[src/rtl/div_8.sv]
// rtl/div_8.sv - sequential restoring divider, one quotient bit per clock, MSB first
// Shares the activate/endop handshake with the ALU shift-and-add multiplier.
module div_8 #(
   parameter int WIDTH = 8
) (
   input  logic             clk,
   input  logic             reset,
   input  logic             activate,
   input  logic [WIDTH-1:0] in1,
   input  logic [WIDTH-1:0] in2,
   output logic [WIDTH-1:0] quot,
   output logic [WIDTH-1:0] rem,
   output logic             endop,
   output logic             busy,
   output logic             div0
);

   localparam int CW = $clog2(WIDTH + 1);

   typedef enum logic [1:0] {IDLE, RUN, DONE} state_t;

   state_t           state_q, state_d;
   logic [WIDTH-1:0] d_q, d_d;
   logic [WIDTH-1:0] q_q, q_d;
   logic [WIDTH-1:0] r_q, r_d;
   logic [CW-1:0]    count_q, count_d;
   logic [WIDTH-1:0] quot_q, quot_d;
   logic [WIDTH-1:0] rem_q, rem_d;
   logic             div0_q, div0_d;
   logic             endop_q, endop_d;
   logic             busy_q, busy_d;

   logic [WIDTH:0]   s;
   logic [WIDTH-1:0] t;
   logic             borrow;
   logic [WIDTH-1:0] r_next;
   logic [WIDTH-1:0] q_next;

   // When no borrow occurs S-D < D, so the low WIDTH bits of the difference are exact.
   always_comb begin
      s      = {r_q, q_q[WIDTH-1]};
      t      = s[WIDTH-1:0] - d_q;
      borrow = (s < {1'b0, d_q});
      r_next = borrow ? s[WIDTH-1:0] : t;
      q_next = {q_q[WIDTH-2:0], ~borrow};
   end

   always_comb begin
      state_d = state_q;
      d_d     = d_q;
      q_d     = q_q;
      r_d     = r_q;
      count_d = count_q;
      quot_d  = quot_q;
      rem_d   = rem_q;
      div0_d  = div0_q;
      endop_d = endop_q;
      busy_d  = busy_q;
      unique case (state_q)
         IDLE: begin
            if (activate) begin
               d_d     = in2;
               q_d     = in1;
               r_d     = '0;
               count_d = '0;
               busy_d  = 1'b1;
               state_d = RUN;
            end
         end
         RUN: begin
            q_d     = q_next;
            r_d     = r_next;
            count_d = count_q + 1'b1;
            if (count_q == CW'(WIDTH - 1)) begin
               quot_d  = q_next;
               rem_d   = r_next;
               div0_d  = (d_q == '0);
               endop_d = 1'b1;
               state_d = DONE;
            end
         end
         DONE: begin
            endop_d = 1'b0;
            busy_d  = 1'b0;
            state_d = IDLE;
         end
         default: state_d = IDLE;
      endcase
   end

   always_ff @(posedge clk or posedge reset) begin
      if (reset) begin
         state_q <= IDLE;
         d_q     <= '0;
         q_q     <= '0;
         r_q     <= '0;
         count_q <= '0;
         quot_q  <= '0;
         rem_q   <= '0;
         div0_q  <= 1'b0;
         endop_q <= 1'b0;
         busy_q  <= 1'b0;
      end else begin
         state_q <= state_d;
         d_q     <= d_d;
         q_q     <= q_d;
         r_q     <= r_d;
         count_q <= count_d;
         quot_q  <= quot_d;
         rem_q   <= rem_d;
         div0_q  <= div0_d;
         endop_q <= endop_d;
         busy_q  <= busy_d;
      end
   end

   assign quot  = quot_q;
   assign rem   = rem_q;
   assign div0  = div0_q;
   assign endop = endop_q;
   assign busy  = busy_q;

endmodule

[config.mk]
export PLATFORM = sky130hd
export DESIGN_NAME = div_8
export DESIGN_NICKNAME = d
export VERILOG_FILES = /design/src/rtl/div_8.sv
export SDC_FILE = /design/constraint.sdc
export NUM_CORES = 1
export LEC_CHECK = 0
export ABC_AREA = 1
export CAP_MARGIN = 20
export CORE_ASPECT_RATIO = 0.9
export CORE_MARGIN = 8
export CORE_UTILIZATION = 48
export DETAILED_ROUTE_END_ITERATION = 7
export HOLD_SLACK_MARGIN = 0.15
export PLACE_DENSITY = 0.74
export SYNTH_ARGS = -nofsm -noshare
export SYNTH_HDL_FRONTEND = slang
export SYNTH_SLANG_ARGS = --single-unit
[constraint.sdc]
create_clock -name clk -period 1.5 [get_ports clk]
set_input_delay 0.3 -clock clk [delete_from_list [all_inputs] [get_ports clk]]
set_output_delay 0.3 -clock clk [all_outputs]
set_load 0.02 [all_outputs]
==> out/results.tsv, run 1 <==
metric	value	unit
r2r-end	r_q[7]	
synth_top_area_share	49.6	%
clock-sinks	49	
drv_cap	0	
power-per-cell-area	2530	nW/um^2
violations	setup timing	
grt_max_degree	50	
timing.rr.start	d_q[0]	
initial_core_util	50.5	%
whs	0.342	ns
grt_pass1_wl	11.2	mm
synthArstFlopShare	100	%
worst_slack	-0.178	ns
finalHoldViolations	0	
finalWirelength	6.66	mm
outcome	finished, violations left	
final.min_clock_period	1.68	ns
clk_pin_slew_worst_paths	0.09	ns
synthCells	294	
ys_seq_area_share	49.6	%
core-area	4890	sq um
vias	2263	
row_count	24	
io_buffers	37	
hold_buffers	0	
syn2layout_area_growth	43.4	%
synthTopCellsByCount	91 x nand2_1, 49 x dfrtp_1, 36 x inv_1	
ys_warn_count	0	
grtUsageTotal	17.7	%
cts_tree	built	
antennaDiodeCount	0	
num-nets-final	402	
synth_top_cell_by_area	dfrtp_1	
syn-num-nets	323	
io_pins	38	
p_seq_share	26.1	%
hold_path.class	input pin to asynchronous set/reset pin	
ys_ff_latch	49	
clock-skew-final	0.00584	ns
synth_cell_types	33	
grt_pass1_vias	2314	
clock_power_share	8.4	%
required	1.70	ns
die_w	91.7	um
worstPathArrival	1.88	ns
antenna_left	0	
finalWeightedCongestion	0.949	
rsz0062_at_grt	yes	
dieArea	7710	sq um
ir_drop	1.29	mV
maxSlewViolCount	0	
dp_hpwl	4.47	mm
gr-total-overflow	0	
post-route-util	72.5	%
yosysMostFrequentCell	nand2_1	
finalSetupViolations	18	
crit_start	d_q[0]	
p_switching	4.08	mW
post-place-ws	-0.222	ns
synth-main-ff-cell	dfrtp_1	
cts_root_buf	clkbuf_8	
htree_num_levels	2	
max_freq	596	MHz
clock_latency	0.30	ns
die_h	84.1	um
drcViolationCount	0	
path_class	flop to flop	
drt_iter0_markers	168	
synth.area.top_cells	dfrtp_1 50%, nand2_1 14%, inv_1 5.5%	
syn_area	2470	sq um
rrSetupSlack	-0.18	ns
drive_gt1_share	30.6	%
critPathCapture	r_q[7]	
wl_per_cell	15.2	um
min_period_over_period	112	%
internal-power	4.91	mW
startpoint_type	flop	
slew_headroom	73.6	%
cts-buffers-inserted	5	
clk_path_buf_depth	2	
setup_tns	-2.38	ns
crit_fanout	3	
grt_antenna_before_repair	0	
drt_first_pass_iters	4	
rr_worst_depth	13	
tightest_slew	0.392	ns
p_comb_share	65.5	%
crit_path_end_kind	flop	
vias_per_cell	5.17	
power.leakage	1.82	nW
swShare	45.4	%
syn_area_per_cell	8.41	sq um
fillers	363	
synth_edf_count	0	
[through the flow]
stage | cells | instance area [sq um] | power, mW
2_1_floorplan | 294 | 2590 | 5.68
3_3_place_gp | 421 | 3280 | 7.34
3_5_place_dp | 421 | 3280 | 7.43
4_1_cts | 437 | 3500 | 8.73
5_1_grt | 438 | 3550 | 9.68
6_report | 438 | 3550 | 8.99
[power by group through the flow]
stage / clock, mW / sequential [mW] / combinational [mW]
6_report: 0.756 / 2.34 / 5.89
3_3_place_gp: 0 / 2.35 / 4.99
3_5_place_dp: 0 / 2.36 / 5.07
4_1_cts: 0.780 / 2.34 / 5.61
5_1_grt: 0.814 / 2.41 / 6.46
2_1_floorplan: 0 / 2.55 / 3.13
[layout by cell type (no fill, tap or decap), types with 3 or more instances in the layout]
| cell type | n |
|---|---|
| a21oi_1 | 16 |
| buf_4 | 36 |
| buf_6 | 5 |
| clkbuf_8 | 5 |
| clkdlybuf4s50_1 | 18 |
| dfrtp_1 | 49 |
| dlygate4sd2_1 | 19 |
| ha_4 | 7 |
| inv_1 | 26 |
| inv_2 | 12 |
| nand2_1 | 73 |
| nand2_2 | 14 |
| nand2_4 | 5 |
| nand3_1 | 8 |
| nand3_2 | 7 |
| nand3_4 | 3 |
| nand3b_1 | 3 |
| nand4_1 | 7 |
| nor2_1 | 12 |
| o21ai_0 | 10 |
| o21ai_1 | 3 |
| o21ai_2 | 3 |
| o22ai_1 | 7 |
[worst min path at each step]
stage,startpoint,end,depth (start not counted)
floorplan,in2[0],d_q[0],1
global placement,quot[4],quot[4],2
detailed placement,rem[7],rem[7],2
CTS,reset,count_q[2],3
global route,reset,quot[5],3
finish,reset,count_q[2],3
[sequential cells by signal, indices dropped and copies added (netlist names), 2 cells and up]
register,cells
count_q,4
q_q,8
r_q,8
state_q,2
rem,8
d_q,8
quot,8
[worst max-delay path, stage by stage, from the launching register on]
cell     delay [ns]
dfrtp_1        0.43
ha_4           0.17
inv_2          0.05
buf_4          0.10
buf_6          0.11
nand2_1        0.10
nand2_2        0.10
nand3_2        0.09
nand2_1        0.08
nand2_1        0.06
nand3_2        0.07
nand2_1        0.08
nand2_1        0.08
nand2_1        0.05
[metal layers]
layer | part of all wire [%] | wire length [um] | GRT usage, % | vias to the layer above
met2 | 45 | 3020 | 27.1 | 62
li1 | - | - | - | 1108
met1 | 48 | 3190 | 24.0 | 1084
met3 | 4.8 | 322 | 3.60 | 9
met4 | 2.0 | 132 | 6.39 | 0
met5 | 0 | 0 | 0 | -
[final cells by class]
type	instances	area [sq um]	area share, %
sequential	49	1230	34.6
multi-input combinational	198	1300	36.6
clock buffer	6	72.6	2.05
timing repair buffer	80	713	20.1
tap	65	81.3	2.29
inverter	39	149	4.20
clock inverter	1	8.76	0.247
[timing repair]
action / in CTS / in global routing
setup buffers: 8 / 1
gates resized for setup: 43 / 13
endpoints found under the setup margin: 37 / 25
cloned: 1 / 0
pin swaps: 18 / 8
[logic make-up (layout without fill, tap and decap cells)]
group / Yosys count / after routing / share of synthesized area [%]
simple gates: 138 / 139 / 24.9
compound gates: 46 / 46 / 11.1
xor+xnor: 2 / 2 / 0.708
fa+ha+maj: 10 / 10 / 5.36
flops: 49 / 49 / 49.6
mux: 1 / 1 / 0.455
buf+inv: 48 / 126 / 7.94
(Power assumes the default switching activity.)
==> run 2, diff against run 1 <==
SLEW_MARGIN = 20   (was default)
==> results of run 2 <==
Final layout, timing and power as in run 1 (identical DEF).
==> run 3, diff against run 2 <==
--- a/config.mk
+++ b/config.mk
@@ -6,5 +6,5 @@
 export NUM_CORES = 1
 export LEC_CHECK = 0
-export ABC_AREA = 1
+export ABC_AREA = 0
 export CAP_MARGIN = 20
 export CORE_ASPECT_RATIO = 0.9
@@ -12,4 +12,5 @@
 export CORE_UTILIZATION = 48
 export DETAILED_ROUTE_END_ITERATION = 7
+export GPL_TIMING_DRIVEN = 0
 export HOLD_SLACK_MARGIN = 0.15
 export PLACE_DENSITY = 0.74
==> constraint.sdc (replaced) <==
create_clock -name clk -period 1.5 [get_ports clk]
set_input_delay 0.15 -clock clk [delete_from_list [all_inputs] [get_ports clk]]
set_output_delay 0.15 -clock clk [all_outputs]
set_load 0.02 [all_outputs]
==> out/results.tsv, run 3 <==
metric	value	unit
startpoint_type	flop	
grt_max_degree	30	
hold_buffers	0	
vias_per_cell	5.49	
dp.cells	365	
whs	0.175	ns
crit_fanout	3	
fin_cells	388	
synth-main-ff-cell	dfrtp_1	
synth_top_cell_by_area	dfrtp_1	
yosysMostFrequentCell	nand2_1	
ys_seq_area_share	50.7	%
antennaDiodeCount	0	
grt_pass1_vias	1950	
drcViolationCount	0	
rsz0062_at_grt	yes	
syn2layout_area_growth	42.8	%
cts_tree	built	
finalSetupViolations	18	
hold_path.class	input pin to asynchronous set/reset pin	
maxSlewViolCount	0	
worst_slack	-0.576	ns
gr-total-overflow	0	
worstPathArrival	2.27	ns
crit_slowest_cell	dfrtp_1	
synth_edf_count	0	
slowest_delay	0.41	ns
syn_area	2420	sq um
path_delay_family	adder cells	
synth.area.top_cells	dfrtp_1 51%, nand2_1 8.5%, o21ai_0 6.0%	
crit_top_cell	inv_2	
crit_buf_inv	2	
tightest_slew	0.458	ns
io_buffers	37	
clock_latency	0.31	ns
cts_root_buf	clkbuf_8	
syn_area_per_cell	9.23	sq um
row_count	24	
synth_top_area_share	50.7	%
dieArea	7570	sq um
ys_ff_latch	49	
clock-skew-final	0.00683	ns
grt_pass1_wl	9.87	mm
finalWirelength	6.52	mm
final.min_clock_period	2.08	ns
synth_cell_types	39	
min_period_over_period	138	%
synthTopCellsByCount	55 x nand2_1, 49 x dfrtp_1, 29 x o21ai_0	
required	1.70	ns
grt_antenna_before_repair	0	
clock-sinks	49	
mostFrequentLayoutCell	nand2_1	
violations	setup timing	
dp_hpwl	4.30	mm
finalHoldViolations	0	
core-area	4860	sq um
die_h	83.3	um
ys_warn_count	0	
slew_headroom	69.4	%
post-route-util	71.0	%
vias	2131	
clk_path_buf_depth	2	
antenna_left	0	
wl_per_cell	16.8	um
final_cell_mix	53 x nand2_1, 45 x dfrtp_1, 37 x clkdlybuf4s50_1	
synthCells	262	
finalWeightedCongestion	0.812	
outcome	finished, violations left	
drt_first_pass_iters	4	
clk_pin_slew_worst_paths	0.09	ns
crit_path_end_kind	flop	
drive_gt1_share	25.7	%
max_freq	482	MHz
drt_iter0_markers	134	
grtUsageTotal	15.8	%
cts-buffers-inserted	5	
htree_num_levels	2	
num-nets-final	351	
syn-num-nets	291	
io_pins	38	
initial_core_util	49.7	%
crit_chain	inv_2 -> ha_4 -> inv_2 -> fa_2 -> a211oi_4 -> or4b_4 -> o2111ai_4 -> mux2i_4 -> o21ai_1	
die_w	90.8	um
synthArstFlopShare	100	%
drv_cap	0	
path_class	flop to flop	
post-place-ws	-0.644	ns
==> run 3: cell types whose count changed after synthesis, sizes merged, moves of 3 or more <==
cell / change
mux2i: +4
a21oi: -11
clkbuf: +5
inv: -24
nand4: -5
nand3b: -3
nand2: -37
o21ai: +21
nand3: -8
nor2: +3
a31oi: +3
nor3b: +3
a211oi: +3
==> run 3: repair_timing <==
| action | in CTS | in global routing |
|---|---|---|
| cloned | 0 | 3 |
| pin swaps | 7 | 8 |
| resized for setup | 36 | 33 |
| endpoints found under the setup margin | 42 | 32 |
| setup buffers | 9 | 6 |
==> run 3: logic make-up after synthesis <==
| logic type | after synthesis | share of synthesized area (%) |
|---|---|---|
| AOI/OAI and AO/OA | 66 | 16.8 |
| DFF | 49 | 50.7 |
| buffers and inverters | 29 | 5.28 |
| xor gates and xnor gates | 4 | 1.45 |
| and+or+nand+nor | 100 | 18.6 |
| muxes | 4 | 1.66 |
| adders and majority gates | 10 | 5.49 |
==> run 3: layout make-up <==
class,instances,area (sq um)
well taps,65,81.3
fillers,371,1410
flip-flops and latches,49,1230
clock inverters,2,13.8
clock buffers,6,82.6
inverters,16,61.3
multi-input cells,185,1330
repair buffers,55,553
plain buffers,10,101
==> run 3: metrics by stage <==
step / setup TNS, ns / cell area [sq um]
after global placement: -51.95 / 2920
after floorplan: -5.09 / 2470
after CTS: -8.73 / 3210
after global routing: -10.27 / 3450
after detailed placement: -16.03 / 2940
final: -8.75 / 3450
==> run 3: worst register-to-register path, stage by stage, from the launching register on <==
cell	delay, ns
dfrtp_1	0.41
inv_2	0.09
ha_4	0.14
inv_2	0.04
fa_2	0.41
a211oi_4	0.28
or4b_4	0.19
o2111ai_4	0.12
mux2i_4	0.20
o21ai_1	0.09
==> run 3: path summary, 6_finish.rpt <==
kind | to | cells past startpoint | slack [ns] | start
max in group asynchronous | r_q[5] | 3 | 0.81 | reset
worst max register to register | r_q[6] | 9 | -0.58 | q_q[7]
worst max-delay path | r_q[6] | 9 | -0.58 | q_q[7]
worst min-delay path | rem[0] | 2 | 0.18 | reset
worst min register to register | quot[4] | 2 | 0.48 | quot[4]
min in group clk | d_q[0] | 3 | 0.38 | in2[0]
==> run 3: metal layers <==
| metal | global-route usage (%) | vias to the layer above | part of all wire, % |
|---|---|---|---|
| li1 | - | 1030 | - |
| met1 | 21.9 | 1035 | 45 |
| met2 | 24.0 | 54 | 49 |
| met3 | 4.05 | 12 | 4.3 |
| met4 | 4.01 | 0 | 1.5 |
| met5 | 0 | - | 0 |
Power of run 3 is left out: the tool's default activity adds up to more than one toggle a clock period on the data nets, which glitch-free logic cannot reach.
